### src/rtl/cntr8_cmd_seq_pkg.sv
// Shared op encodings and FSM state constants for the counter command sequencer.
// Purely declarative; no logic, latency or backpressure of its own.
package cntr8_cmd_pkg;

  localparam logic [1:0] OP_NOP    = 2'b00;
  localparam logic [1:0] OP_LOAD   = 2'b01;
  localparam logic [1:0] OP_INC_N  = 2'b10;
  localparam logic [1:0] OP_WAIT_N = 2'b11;

  typedef logic [1:0] state_t;
  localparam state_t IDLE = 2'd0;
  localparam state_t LOAD = 2'd1;
  localparam state_t RUN  = 2'd2;
  localparam state_t WAIT = 2'd3;

endpackage

### src/rtl/cntr8_cmd_seq_if.sv
// Command valid/ready bus into the sequencer; master issues, slave accepts.
// Transfer happens on any edge where cmd_valid and cmd_ready are both high.
interface cntr8_cmd_seq_if #(
  parameter int DW = 8
);
  logic          cmd_valid;
  logic          cmd_ready;
  logic [1:0]    cmd_op;
  logic [DW-1:0] cmd_data;

  modport master (output cmd_valid, output cmd_op, output cmd_data, input cmd_ready);
  modport slave  (input cmd_valid, input cmd_op, input cmd_data, output cmd_ready);
endinterface

### src/rtl/cntr8_cmd_seq_fifo.sv
// Synchronous FIFO, combinational head read; push ignored when full, pop when empty.
// One-cycle write-to-visible latency; flush empties it at the next edge.
module cmd_fifo #(
  parameter int DEPTH = 4,
  parameter int W     = 10
) (
  input  logic         clk,
  input  logic         reset_n,
  input  logic         push,
  input  logic         pop,
  input  logic         flush,
  input  logic [W-1:0] din,
  output logic [W-1:0] dout,
  output logic         full,
  output logic         empty
);
  localparam int AW = $clog2(DEPTH);
  localparam logic [AW-1:0] PTR_ONE  = 1;
  localparam logic [AW:0]   CNT_ONE  = 1;
  localparam logic [AW:0]   CNT_FULL = DEPTH;

  logic [W-1:0]  mem [DEPTH];
  logic [AW-1:0] wr_ptr, rd_ptr;
  logic [AW:0]   count;
  logic          do_push, do_pop;

  assign full    = (count == CNT_FULL);
  assign empty   = (count == '0);
  assign do_push = push & ~full;
  assign do_pop  = pop & ~empty;
  assign dout    = mem[rd_ptr];

  always_ff @(posedge clk) begin
    if (do_push && !flush) mem[wr_ptr] <= din;
  end

  // Pointers wrap for free because DEPTH is a power of two.
  always_ff @(posedge clk or negedge reset_n) begin
    if (!reset_n) begin
      wr_ptr <= '0;
      rd_ptr <= '0;
      count  <= '0;
    end else if (flush) begin
      wr_ptr <= '0;
      rd_ptr <= '0;
      count  <= '0;
    end else begin
      if (do_push) wr_ptr <= wr_ptr + PTR_ONE;
      if (do_pop)  rd_ptr <= rd_ptr + PTR_ONE;
      case ({do_push, do_pop})
        2'b10:   count <= count + CNT_ONE;
        2'b01:   count <= count - CNT_ONE;
        default: count <= count;
      endcase
    end
  end
endmodule

### src/rtl/cntr8_cmd_seq.sv
// Expands queued LOAD/INC_N/WAIT_N commands into registered load/inc/d_in drive; first strobe 2 cycles after handshake.
// cmd_ready drops when the FIFO is full or abort is high; CNTR8_CMD_SEQ_STATS_EN adds the done_cnt output.
module cntr8_cmd_seq
  import cntr8_cmd_pkg::*;
#(
  parameter int DEPTH = 4,
  parameter int DW    = 8
) (
  input  logic          clk,
  input  logic          reset_n,
  cntr8_cmd_seq_if.slave cmd,
  input  logic          abort,
  output logic          load,
  output logic          inc,
  output logic [DW-1:0] d_in,
  output logic          busy
`ifdef CNTR8_CMD_SEQ_STATS_EN
  ,
  output logic [7:0]    done_cnt
`endif
);
  localparam logic [DW-1:0] ONE = 1;

  state_t        state;
  logic [DW-1:0] cnt;
  logic          fifo_full, fifo_empty;
  logic          push, pop;
  logic [DW+1:0] head;
  logic [1:0]    head_op;
  logic [DW-1:0] head_n;
  logic          last_tick;

  assign cmd.cmd_ready = reset_n & ~fifo_full & ~abort;
  assign push          = cmd.cmd_valid & cmd.cmd_ready;
  assign pop           = (state == IDLE) & ~fifo_empty & ~abort;
  assign head_op       = head[DW+1:DW];
  assign head_n        = head[DW-1:0];
  assign busy          = (state != IDLE) | ~fifo_empty;
  assign last_tick     = (cnt == ONE) || (cnt == '0);

  cmd_fifo #(.DEPTH(DEPTH), .W(DW + 2)) u_fifo (
    .clk     (clk),
    .reset_n (reset_n),
    .push    (push),
    .pop     (pop),
    .flush   (abort),
    .din     ({cmd.cmd_op, cmd.cmd_data}),
    .dout    (head),
    .full    (fifo_full),
    .empty   (fifo_empty)
  );

  always_ff @(posedge clk or negedge reset_n) begin
    if (!reset_n) begin
      state <= IDLE;
      cnt   <= '0;
      load  <= 1'b0;
      inc   <= 1'b0;
      d_in  <= '0;
    end else if (abort) begin
      state <= IDLE;
      cnt   <= '0;
      load  <= 1'b0;
      inc   <= 1'b0;
    end else begin
      case (state)
        IDLE: begin
          load <= 1'b0;
          inc  <= 1'b0;
          // Zero-count INC_N/WAIT_N fall through and are consumed like NOP.
          if (!fifo_empty) begin
            case (head_op)
              OP_LOAD: begin
                state <= LOAD;
                d_in  <= head_n;
                load  <= 1'b1;
              end
              OP_INC_N: if (head_n != '0) begin
                state <= RUN;
                cnt   <= head_n;
                inc   <= 1'b1;
              end
              OP_WAIT_N: if (head_n != '0) begin
                state <= WAIT;
                cnt   <= head_n;
              end
              default: state <= IDLE;
            endcase
          end
        end
        LOAD: begin
          load  <= 1'b0;
          state <= IDLE;
        end
        RUN, WAIT: begin
          if (last_tick) begin
            inc   <= 1'b0;
            cnt   <= '0;
            state <= IDLE;
          end else begin
            cnt <= cnt - ONE;
          end
        end
        default: state <= IDLE;
      endcase
    end
  end

`ifdef CNTR8_CMD_SEQ_STATS_EN
  logic cmd_done;
  assign cmd_done = (state == LOAD) || (((state == RUN) || (state == WAIT)) && last_tick);

  always_ff @(posedge clk or negedge reset_n) begin
    if (!reset_n) begin
      done_cnt <= 8'd0;
    end else if (abort) begin
      done_cnt <= 8'd0;
    end else if (cmd_done && (done_cnt != 8'hFF)) begin
      done_cnt <= done_cnt + 8'd1;
    end
  end
`endif
endmodule

### src/flat_wrapper.sv
// flat-port wrapper written by rule: the top's interface ports become plain ports
module cntr8_cmd_seq_flat import cntr8_cmd_pkg::*;
#(
  parameter int DEPTH = 4,
  parameter int DW    = 8
)
  (clk, reset_n, abort, load, inc, d_in, busy, cmd_cmd_valid, cmd_cmd_op, cmd_cmd_data, cmd_cmd_ready);
  cntr8_cmd_seq_if #(.DW(DW)) cmd_i ();
  input  logic clk;
  input  logic reset_n;
  input  logic abort;
  output logic load;
  output logic inc;
  output logic [DW-1:0] d_in;
  output logic busy;
  input wire logic [$bits(cmd_i.cmd_valid)-1:0] cmd_cmd_valid;
  input wire logic [$bits(cmd_i.cmd_op)-1:0] cmd_cmd_op;
  input wire logic [$bits(cmd_i.cmd_data)-1:0] cmd_cmd_data;
  output wire logic [$bits(cmd_i.cmd_ready)-1:0] cmd_cmd_ready;
  assign cmd_i.cmd_valid = cmd_cmd_valid;
  assign cmd_i.cmd_op = cmd_cmd_op;
  assign cmd_i.cmd_data = cmd_cmd_data;
  assign cmd_cmd_ready = cmd_i.cmd_ready;
  cntr8_cmd_seq #(.DEPTH(DEPTH), .DW(DW)) u_core (.clk(clk), .reset_n(reset_n), .cmd(cmd_i), .abort(abort), .load(load), .inc(inc), .d_in(d_in), .busy(busy));
endmodule
### config.mk
export PLATFORM = sky130hd
export DESIGN_NAME = cntr8_cmd_seq_flat
export DESIGN_NICKNAME = d
export VERILOG_FILES = /design/src/rtl/cntr8_cmd_seq_pkg.sv /design/src/rtl/cntr8_cmd_seq_if.sv /design/src/rtl/cntr8_cmd_seq_fifo.sv /design/src/rtl/cntr8_cmd_seq.sv /design/src/flat_wrapper.sv
export SDC_FILE = /design/constraint.sdc
export NUM_CORES = 1
export LEC_CHECK = 0
export ABC_AREA = 1
export BUFFER_PORTS_ARGS = -buffer_cell sky130_fd_sc_hd__buf_2
export CORE_MARGIN = 4
export CORE_UTILIZATION = 40
export CTS_BUF_LIST = sky130_fd_sc_hd__clkbuf_16
export DETAILED_ROUTE_END_ITERATION = 10
export HOLD_SLACK_MARGIN = 0.03
export SETUP_SLACK_MARGIN = 0.15
export SYNTH_ARGS = -nofsm -noshare
export SYNTH_HDL_FRONTEND = slang
export SYNTH_SLANG_ARGS = --single-unit
### constraint.sdc
create_clock -name clk -period 3.56 [get_ports clk]
set_input_delay 0.356 -clock clk [delete_from_list [all_inputs] [get_ports clk]]
set_output_delay 0.356 -clock clk [all_outputs]
set_load 0.05 [all_outputs]
==> qor.csv, run 1 <==
stage,metric,value,unit
pwr,peak supply drop,369,uV
sta,RSZ-0062 raised after global routing,false,
critical_path,"Slowest-stage cell, CP",dfrtp_1,
synthesis,Post-Synth Simple-Gate Area,0.234,
synthesis,Cells after Synth,315,
clocking,Clock Latency Late Sink,330,ps
pwr,fraction of power consumed by sequential logic,0.332,
synthesis,xor/xnor share of the synthesized area,0.0169,
floorplanning,chip width,96.0,um
critical_path,crit path cell chain,"nor2_1, buf_4, inv_1, nor3_2, nand2_1, inv_1, fa_1, xor2_1, xor2_1, o22ai_1",
place,dpl hpwl,4370,um
clocking,CTS Buf Count,9,
synthesis,Async SR Flop Fraction,0.403,
route,DRT Pass-1 Iters,4,
critical_path,Top delay family on crit path,simple AND/OR/NAND/NOR gates,
floorplanning,die height,96.0,um
sta,Max Slew Vio Count,0,
route,routed wire length,6490,um
place,placer congestion estimate,0.798,
sta,Slew HR,0.706,
sta,Setup Skew,6.23,ps
place,I/O Buffers,25,
clocking,clk buf depth,2,
pwr,switch share,0.424,
synthesis,"count leader, synth",nand2_1,
grt,vias in the first global route,2172,
sta,final hold violations,0,
sta,crit share post-route,0.620,
final_layout,Final #Nets,371,
job,Max-Cap Viols,0,
clocking,Post-CTS Hold Fix Bufs,0,
synthesis,Post-Synth Adder-Cell Area,0.0347,
final_layout,synthesis-to-finish area growth,17.9,%
critical_path,crit path capture type,register,
synthesis,mapped cell area,0.00310,mm^2
final_layout,layout cells sized above 1,0.172,
route,DR vias/cell,4.92,
clocking,"Reg clk slew, reported paths",60,ps
clocking,H-Tree Depth,3,
synthesis,mux contribution to synthesized area,0,
grt,largest net degree at the start of global routing,29,
pwr,P_int,0.00187,W
critical_path,Critical Path Fanout Max,12,
sta,post-route setup TNS,0,ps
synthesis,Synthesized Nets,337,
sta,slew of the pin with the lowest slew margin,441,ps
floorplanning,core footprint,0.00741,mm^2
route,Post-DRT Antenna Nets,0,
synthesis,dominant cell type by area after synthesis,edfxtp_1,
sta,final setup fails,0,
sta,Min Hold Slack,61.2,ps
pwr,Leak Pwr,1.60,nW
synthesis,"Avg Cell Area, Syn",9.84,um^2
critical_path,WS Path Type,reg2reg,
synthesis,library cells used by synthesis,30,
critical_path,"Largest stage delay, worst path",400,ps
pwr,Clk pwr share,0.277,
min_path,hold crit path type,in2async,
floorplanning,initial core utilization,0.419,
clocking,CTS Sinks,67,
status,status,completed,
grt,antenna violations before repair,0,
synthesis,Synth top area share,0.387,
sta,Peak Freq,453,MHz
clocking,Post-CTS Setup Bufs,0,
floorplanning,I/O pin total,26,
synthesis,synth cell count leaders,"95 x nand2_1, 40 x edfxtp_1, 37 x nand3_1",
route,DR iter-0 viols,82,
synthesis,"Primary FF master, synth",edfxtp_1,
synthesis,yosys synthesis warning count,0,
route,drc violations,0,
pwr,P per Cell Area,889,mW/mm^2
synthesis,number of enable flip-flop cells after synthesis,40,
grt,Total Routing Usage GR,0.157,
grt,global-route wire length before repair,10800,um
critical_path,CP arrival,2420,ps
clocking,root buf cell,clkbuf_16,
floorplanning,DIE AREA,0.00922,mm^2
floorplanning,row count,31,
critical_path,required time worst endpoint,3770,ps
clocking,CTS tree,yes,
route,DR WL/cell,14.3,um
critical_path,CP Launch Type,register,
clocking,Resize count post-CTS,0,
synthesis,largest family of logic cells by synthesized area,simple AND/OR/NAND/NOR gates,
final_layout,number of antenna diodes,0,
pwr,Comb pwr share,0.391,
synthesis,Synth Area in Compound Gates,0.0617,
sta,post-layout min period,2210,ps
grt,gr ovfl total,0,
route,vias post-DR,2227,
synthesis,cells taking the most area after synthesis,"edfxtp_1 39%, dfrtp_1 22%, nand2_1 12%",
synthesis,Yosys reg bits,67,
synthesis,sequential element share of the synthesized area,0.605,
pwr,Psw,0.00138,W
critical_path,CP Buf/Inv Count,3,
-- cell usage in the layout (no fill, tap or decap), types with 7 or more instances in the layout --
| master | synthesis | final |
|---|---|---|
| buf_2 | 4 | 25 |
| buf_4 | 2 | 7 |
| edfxtp_1 | 40 | 40 |
| dfrtp_1 | 27 | 27 |
| nor2_1 | 16 | 16 |
| o21ai_0 | 17 | 17 |
| o21ai_1 | 9 | 9 |
| inv_1 | 23 | 23 |
| clkbuf_16 | 0 | 9 |
| nand3_1 | 37 | 37 |
| nand2_1 | 95 | 95 |
| ha_1 | 7 | 7 |
-- power by group through the flow --
stage               Sequential (W)  Clock, W  Combinational, W
finish                     0.00108  0.000901           0.00127
global route               0.00110  0.000959           0.00142
CTS                        0.00108  0.000922           0.00128
detailed placement         0.00109         0           0.00127
global placement           0.00109         0           0.00125
floorplan                  0.00122         0          0.000844
-- final timing paths --
check / start / to / slack, ps / cells after the start
max: u_core.state[1]$_DFFE_PN0P_ / u_core.u_fifo.count[2]$_DFFE_PN0P_ / 1350 / 10
min: reset_n / u_core.u_fifo.count[0]$_DFFE_PN0P_ / 60 / 2
max reg2reg: u_core.state[1]$_DFFE_PN0P_ / u_core.u_fifo.count[2]$_DFFE_PN0P_ / 1350 / 10
min reg2reg: u_core.d_in[6]$_DFFE_PN0P_ / u_core.d_in[6]$_DFFE_PN0P_ / 480 / 2
max in group asynchronous: reset_n / u_core.cnt[7]$_DFFE_PN0P_ / 3230 / 2
min in group clk: cmd_cmd_data[2] / u_core.u_fifo.mem[1][2]$_DFFE_PP_ / 230 / 1
-- stage by stage --
step	utilization	instance area [um^2]	setup slack (ps)	power [W]	instances
floorplan	-	3100	1710	0.00206	315
global placement	0.452	3350	1380	0.00234	437
detailed placement	0.452	3350	1320	0.00236	437
CTS	0.493	3650	1350	0.00328	453
global route	0.493	3650	1130	0.00348	453
finish	0.493	3650	1350	0.00325	453
-- final cells by class --
cell class | count | area, um^2
fillers | 685 | 3750
flip-flops and latches | 67 | 1880
multi-input cells | 214 | 1080
clock buffers | 9 | 225
repair buffers | 32 | 178
well taps | 99 | 124
inverters | 25 | 93.8
clock inverters | 7 | 81.3
-- metal layers --
layer | vias to the layer above | GRT usage | share of wire
met2 | 50 | 0.236 | 0.48
met5 | - | 0 | 0
met1 | 1040 | 0.218 | 0.46
met4 | 0 | 0.0545 | 0.013
met3 | 8 | 0.0453 | 0.045
li1 | 1129 | - | -
-- worst register-to-register path: stages, from the launching register on --
cell and delay [ps]:
dfrtp_1 400, nor2_1 110, buf_4 200, inv_1 180, nor3_2 340, nand2_1 160, inv_1 100, fa_1 180
xor2_1 180, xor2_1 160, o22ai_1 80
-- cell families after synthesis --
group                      Yosys count
AOI/OAI and AO/OA                   35
xor gates and xnor gates             6
adders and majority gates            8
buffers and inverters               34
DFF                                 67
and+or+nand+nor                    165
-- state kept, by name, summed over array words and instances, names as in the netlist --
name	flops
u_core.cnt	8
u_core.load	1
u_core.u_fifo.mem	40
u_core.u_fifo.wr_ptr	2
u_core.d_in	8
u_core.u_fifo.count	3
u_core.inc	1
u_core.state	2
u_core.u_fifo.rd_ptr	2
No activity file was read; power rests on OpenSTA's default activity.
==> inputs of run 2 (changes only) <==
- clock period: 3.56 -> 2 ns (I/O delays scaled with it)
==> run 2 against run 1 <==
  * First-iteration DRC count rose by 30%
  * Largest cell class unchanged
  * Clock power rose by 98%
  * Critical endpoint unchanged
  * Sequential power rose by 76%
==> qor.csv, run 2 (synthesized netlist as in run 1, its figures left out) <==
stage,metric,value,unit,change
grt,largest net degree at the start of global routing,28,,was 29
clocking,"Reg clk slew, reported paths",60,ps,about the same
clocking,CTS Buf Count,9,,unchanged
job,Max-Cap Viols,0,,unchanged
place,Inst Count DP,443,,was 437
pwr,P_int,0.00371,W,was 0.00187 W
final_layout,Regs by FF count,"u_core.u_fifo.mem x40, u_core.cnt x8, u_core.d_in x8",,unchanged
final_layout,"most common cell after layout, fill and taps aside",nand2_1,,unchanged
pwr,switch share,0.397,,was 0.424
clocking,CTS Sinks,67,,unchanged
critical_path,WS Path Type,reg2reg,,unchanged
clocking,clk buf depth,2,,unchanged
final_layout,multi-input logic area,0.00110,mm^2,was 0.00108 mm^2
critical_path,CP Launch Type,register,,unchanged
critical_path,CP Buf/Inv Count,3,,unchanged
sta,Max Slew Vio Count,0,,unchanged
pwr,peak supply drop,574,uV,was 369 uV
pwr,Comb pwr share,0.402,,was 0.391
place,"Cell Area, Placed",0.00339,mm^2,was 0.00335 mm^2
final_layout,max reg flops,40,,unchanged
floorplanning,row count,31,,unchanged
final_layout,number of antenna diodes,0,,unchanged
final_layout,fin cells,467,,was 453
sta,final setup fails,0,,unchanged
sta,post-layout min period,1770,ps,was 2210 ps
min_path,hold crit path type,in2reg,,was in2async
pwr,Clk pwr share,0.289,,was 0.277
critical_path,R2R setup slack,230,ps,was 1350 ps
sta,Min Hold Slack,92.1,ps,was 61.2 ps
floorplanning,DIE AREA,0.00922,mm^2,unchanged
sta,Setup Skew,5.34,ps,was 6.23 ps
pwr,P per Cell Area,1610,mW/mm^2,was 889 mW/mm^2
floorplanning,initial core utilization,0.419,,unchanged
pwr,Psw,0.00244,W,was 0.00138 W
grt,Total Routing Usage GR,0.158,,was 0.157
final_layout,Final Cell Area,0.00384,mm^2,was 0.00365 mm^2
grt,antenna violations before repair,0,,unchanged
floorplanning,chip width,96.0,um,unchanged
critical_path,Critical Path Fanout Max,3,,was 12
clocking,Clock Latency Late Sink,320,ps,was 330 ps
route,vias post-DR,2312,,was 2227
status,status,completed,,unchanged
sta,slew of the pin with the lowest slew margin,278,ps,was 441 ps
grt,global-route wire length before repair,10800,um,about the same
route,DRT Pass-1 Iters,5,,was 4
sta,Slew HR,0.814,,was 0.706
route,Post-DRT Antenna Nets,0,,unchanged
critical_path,Top delay family on crit path,flip-flops,,was simple AND/OR/NAND/NOR gates
critical_path,Worst R2R Start,u_core.u_fifo.count[2]$_DFFE_PN0P_,,was u_core.state[1]$_DFFE_PN0P_
final_layout,Top reg by flops,u_core.u_fifo.mem,,unchanged
final_layout,layout cells sized above 1,0.217,,was 0.172
route,DR vias/cell,4.95,,was 4.92
grt,gr ovfl total,0,,unchanged
pwr,Leak Pwr,1.69,nW,was 1.60 nW
min_path,HP Start,cmd_cmd_data[0],,
pwr,fraction of power consumed by sequential logic,0.308,,was 0.332
final_layout,Final #Nets,385,,was 371
route,DR iter-0 viols,107,,was 82
critical_path,R2R depth,10,,unchanged
critical_path,RR Endpoint,u_core.u_fifo.count[2]$_DFFE_PN0P_,,unchanged
floorplanning,die height,96.0,um,unchanged
critical_path,required time worst endpoint,2210,ps,was 3770 ps
sta,crit share post-route,0.886,,was 0.620
floorplanning,I/O pin total,26,,unchanged
route,drc violations,0,,unchanged
critical_path,crit path cell chain,"inv_1, nand3_1, inv_2, nor3_2, nand2_1, inv_1, fa_1, xor2_1, xor2_1, o22ai_1",,"was nor2_1, buf_4, inv_1, nor3_2, nand2_1, inv_1, fa_1, xor2_1, xor2_1, o22ai_1"
sta,post-route setup TNS,0,ps,unchanged
sta,final hold violations,0,,unchanged
floorplanning,core footprint,0.00741,mm^2,unchanged
place,I/O Buffers,25,,unchanged
clocking,root buf cell,clkbuf_16,,unchanged
sta,Peak Freq,564,MHz,was 453 MHz
clocking,H-Tree Depth,3,,unchanged
final_layout,synthesis-to-finish area growth,23.7,%,was 17.9%
route,routed wire length,6620,um,was 6490 um
final_layout,Register Area,0.00188,mm^2,unchanged
min_path,WHS Path Cells,1,,
final_layout,"commonest non-fill, non-tap cells in the layout","92 x nand2_1, 40 x edfxtp_1, 37 x nand3_1",,"was 95 x nand2_1, 40 x edfxtp_1, 37 x nand3_1"
clocking,CTS tree,yes,,unchanged
min_path,WHS Endpoint,u_core.u_fifo.mem[3][0]$_DFFE_PP_,,
critical_path,"Largest stage delay, worst path",400,ps,about the same
sta,RSZ-0062 raised after global routing,true,,was false
critical_path,CP arrival,1980,ps,was 2420 ps
grt,vias in the first global route,2200,,was 2172
route,DR WL/cell,14.2,um,was 14.3 um
critical_path,crit path capture type,register,,unchanged
final_layout,Fillers,668,,was 685
place,dpl hpwl,4500,um,was 4370 um
critical_path,"Slowest-stage cell, CP",dfrtp_1,,unchanged
place,placer congestion estimate,0.822,,was 0.798
[run 2: how the worst max path moves through the flow]
stage                                             startpoint                            endpoint  slack, ps  depth (start not counted)
after detailed placement  u_core.u_fifo.count[0]$_DFFE_PN0P_  u_core.u_fifo.count[2]$_DFFE_PN0P_        150                         10
after global placement    u_core.u_fifo.count[0]$_DFFE_PN0P_  u_core.u_fifo.count[2]$_DFFE_PN0P_        180                         10
final                     u_core.u_fifo.count[2]$_DFFE_PN0P_  u_core.u_fifo.count[2]$_DFFE_PN0P_        230                         10
after global routing      u_core.u_fifo.count[2]$_DFFE_PN0P_  u_core.u_fifo.count[2]$_DFFE_PN0P_        140                         10
after CTS                 u_core.u_fifo.count[1]$_DFFE_PN0P_  u_core.u_fifo.count[2]$_DFFE_PN0P_        160                         10
after floorplan           u_core.u_fifo.count[0]$_DFFE_PN0P_  u_core.u_fifo.count[2]$_DFFE_PN0P_        170                          9
[run 2: timing repair]
item / CTS / global route
hold buffers: 2 / 0
hold endpoints to repair: 27 / 0
resized for setup: 1 / 9
pin swaps: 2 / 2
setup endpoints to repair: 1 / 18
buffers inserted: 0 / 6
[run 2: metrics by stage]
| step | util | worst slack [ps] | power, W |
|---|---|---|---|
| after detailed placement | 0.458 | 146 | 0.00425 |
| final | 0.518 | 228 | 0.00616 |
| after floorplan | - | 172 | 0.00367 |
| after global routing | 0.518 | 135 | 0.00659 |
| after CTS | 0.508 | 160 | 0.00607 |
| after global placement | 0.458 | 176 | 0.00422 |
[run 2: power groups by stage]
stage | combinational, W | clock, W | sequential [W]
final | 0.00248 | 0.00178 | 0.00190
after global routing | 0.00276 | 0.00189 | 0.00193
after CTS | 0.00235 | 0.00182 | 0.00190
after detailed placement | 0.00233 | 0 | 0.00192
after global placement | 0.00230 | 0 | 0.00191
after floorplan | 0.00150 | 0 | 0.00216
[run 2: layout make-up]
class / instances / share of cell area
tap: 99 / 0.0323
clock inverter: 7 / 0.0303
multi-input combinational: 214 / 0.286
timing repair buffer: 46 / 0.0776
clock buffer: 9 / 0.0587
sequential: 67 / 0.489
inverter: 25 / 0.0261
[run 2: metal layers]
metal / vias up / share of wire / track usage
met5: - / 0 / 0
met3: 5 / 0.040 / 0.0430
li1: 1159 / - / -
met2: 47 / 0.49 / 0.246
met4: 0 / 0.0067 / 0.0664
met1: 1101 / 0.47 / 0.209
==> inputs of run 3 (changes only) <==
- CORE_MARGIN: 4 -> default
- CORE_UTILIZATION: 40 -> 30
==> run 3 against run 2 <==
  * Global-route usage is 2.7 points lower
  * Register-to-register slack hardly changed
  * Sequential share of layout area is 0.42 points higher
  * Final area is 0.85% lower
  * Clock skew is 1.6 ps higher
  * Critical path type unchanged
  * Largest cell class unchanged
  * Largest power group unchanged
==> qor.csv, run 3 (synthesized netlist as in run 1, its figures left out) <==
stage,metric,value,unit,change
clocking,H-Tree Depth,3,,unchanged
final_layout,"most common cell after layout, fill and taps aside",nand2_1,,unchanged
floorplanning,chip width,104,um,was 96.0 um
floorplanning,initial core utilization,0.313,,was 0.419
route,DR vias/cell,4.52,,was 4.95
critical_path,WS Path Type,reg2reg,,unchanged
sta,final hold violations,0,,unchanged
clocking,clk buf depth,2,,unchanged
critical_path,CP startpoint,u_core.u_fifo.count[2]$_DFFE_PN0P_,,unchanged
final_layout,fin cells,500,,was 467
floorplanning,DIE AREA,0.0107,mm^2,was 0.00922 mm^2
clocking,CTS Buf Count,9,,unchanged
route,DRT Pass-1 Iters,7,,was 5
route,DR iter-0 viols,101,,was 107
final_layout,number of antenna diodes,0,,unchanged
clocking,CTS tree,yes,,unchanged
critical_path,R2R depth,10,,unchanged
min_path,HP Start,cmd_cmd_data[1],,was cmd_cmd_data[0]
sta,crit share post-route,0.888,,was 0.886
place,Inst Count DP,479,,was 443
place,I/O Buffers,25,,unchanged
pwr,P per Cell Area,1530,mW/mm^2,was 1610 mW/mm^2
critical_path,required time worst endpoint,2210,ps,about the same
sta,post-layout min period,1780,ps,was 1770 ps
clocking,Clock Latency Late Sink,330,ps,was 320 ps
clocking,root buf cell,clkbuf_16,,unchanged
grt,gr ovfl total,0,,unchanged
critical_path,RR Endpoint,u_core.u_fifo.count[2]$_DFFE_PN0P_,,unchanged
place,placer congestion estimate,0.855,,was 0.822
final_layout,multi-input logic area,0.00110,mm^2,unchanged
min_path,WHS Path Cells,1,,unchanged
critical_path,CP arrival,1990,ps,was 1980 ps
final_layout,max reg flops,40,,unchanged
sta,RSZ-0062 raised after global routing,true,,unchanged
job,Max-Cap Viols,0,,unchanged
final_layout,Register Area,0.00188,mm^2,unchanged
pwr,peak supply drop,572,uV,was 574 uV
final_layout,"commonest non-fill, non-tap cells in the layout","92 x nand2_1, 40 x edfxtp_1, 37 x nand3_1",,unchanged
grt,Total Routing Usage GR,0.132,,was 0.158
place,dpl hpwl,4470,um,was 4500 um
route,routed wire length,6540,um,was 6620 um
route,vias post-DR,2262,,was 2312
critical_path,R2R setup slack,220,ps,was 230 ps
route,DR WL/cell,13.1,um,was 14.2 um
pwr,Leak Pwr,1.65,nW,was 1.69 nW
sta,Peak Freq,563,MHz,was 564 MHz
sta,post-route setup TNS,0,ps,unchanged
critical_path,Critical Path Fanout Max,4,,was 3
min_path,hold crit path type,in2reg,,unchanged
clocking,"Reg clk slew, reported paths",60,ps,about the same
sta,slew of the pin with the lowest slew margin,430,ps,was 278 ps
final_layout,Regs by FF count,"u_core.u_fifo.mem x40, u_core.cnt x8, u_core.d_in x8",,unchanged
floorplanning,row count,36,,was 31
final_layout,synthesis-to-finish area growth,22.7,%,was 23.7%
sta,final setup fails,0,,unchanged
floorplanning,core footprint,0.00991,mm^2,was 0.00741 mm^2
min_path,WHS Endpoint,u_core.u_fifo.mem[3][1]$_DFFE_PP_,,was u_core.u_fifo.mem[3][0]$_DFFE_PP_
critical_path,CP Launch Type,register,,unchanged
route,Post-DRT Antenna Nets,0,,unchanged
final_layout,Fillers,995,,was 668
critical_path,crit path capture type,register,,unchanged
final_layout,Final #Nets,384,,was 385
floorplanning,die height,104,um,was 96.0 um
sta,Setup Skew,6.95,ps,was 5.34 ps
final_layout,Top reg by flops,u_core.u_fifo.mem,,unchanged
critical_path,Worst R2R Start,u_core.u_fifo.count[2]$_DFFE_PN0P_,,unchanged
grt,global-route wire length before repair,11000,um,was 10800 um
clocking,CTS Sinks,67,,unchanged
sta,Max Slew Vio Count,0,,unchanged
status,status,completed,,unchanged
route,drc violations,0,,unchanged
grt,vias in the first global route,2222,,was 2200
floorplanning,I/O pin total,26,,unchanged
grt,largest net degree at the start of global routing,28,,unchanged
final_layout,layout cells sized above 1,0.221,,was 0.217
grt,antenna violations before repair,0,,unchanged
sta,Slew HR,0.713,,was 0.814
run 3: cell type report:
cell class                      instances  share of cell area
Sequential cell                        67               0.493
Clock buffer                            9              0.0592
Multi-Input combinational cell        214               0.288
Timing Repair Buffer                   45              0.0763
Tap cell                              133              0.0438
Inverter                               25              0.0253
Clock inverter                          7              0.0138
run 3: worst max-delay path, stage by stage (launching register included):
cell	delay, ps
dfrtp_1	420
inv_1	90
nand3_1	90
inv_2	100
nor3_2	50
nand2_1	110
inv_1	60
fa_2	360
xor2_2	150
xor2_1	160
o22ai_1	80
run 3: power by group:
| part | internal [W] | total, W | switching, W |
|---|---|---|---|
| logic | 0.000788 | 0.00245 | 0.00166 |
| clock network | 0.000846 | 0.00145 | 0.000603 |
| registers | 0.00171 | 0.00191 | 0.000199 |
| total | 0.00334 | 0.00580 | 0.00246 |
run 3: metrics by stage:
| stage | total power (W) | util | worst slack, ps | hold WS [ps] | instance area [um^2] |
|---|---|---|---|---|---|
| 6_report | 0.00580 | 0.384 | 224 | 84.6 | 3800 |
| 4_1_cts | 0.00577 | 0.380 | 162 | 73.1 | 3770 |
| 2_1_floorplan | 0.00367 | - | 172 | -95.6 | 3100 |
| 3_5_place_dp | 0.00427 | 0.348 | 130 | 268 | 3450 |
| 5_1_grt | 0.00624 | 0.384 | 117 | 75.9 | 3800 |
| 3_3_place_gp | 0.00422 | 0.348 | 217 | 270 | 3450 |
run 3: worst max-delay path by stage:
| stage | end | slack [ps] | cells after the start |
|---|---|---|---|
| finish | u_core.u_fifo.count[2]$_DFFE_PN0P_ | 220 | 10 |
| global route | u_core.u_fifo.count[2]$_DFFE_PN0P_ | 120 | 10 |
| CTS | u_core.u_fifo.count[2]$_DFFE_PN0P_ | 160 | 10 |
| detailed placement | u_core.u_fifo.count[2]$_DFFE_PN0P_ | 130 | 10 |
| global placement | u_core.u_fifo.count[2]$_DFFE_PN0P_ | 220 | 10 |
| floorplan | u_core.u_fifo.count[2]$_DFFE_PN0P_ | 170 | 9 |
run 3: layer usage:
layer / track usage / routed length [um]
met3: 0.0422 / 229
met5: 0 / 0
met2: 0.208 / 3120
met1: 0.173 / 3120
met4: 0.0398 / 77
run 3: repair_timing:
action / 4_1_cts / 5_1_grt
buffers inserted: 1 / 2
pin swaps: 2 / 1
hold buffers: 2 / 0
gates resized for setup: 0 / 10
setup endpoints to repair: 1 / 15
cloned: 0 / 0
endpoints found under the hold margin: 27 / 0
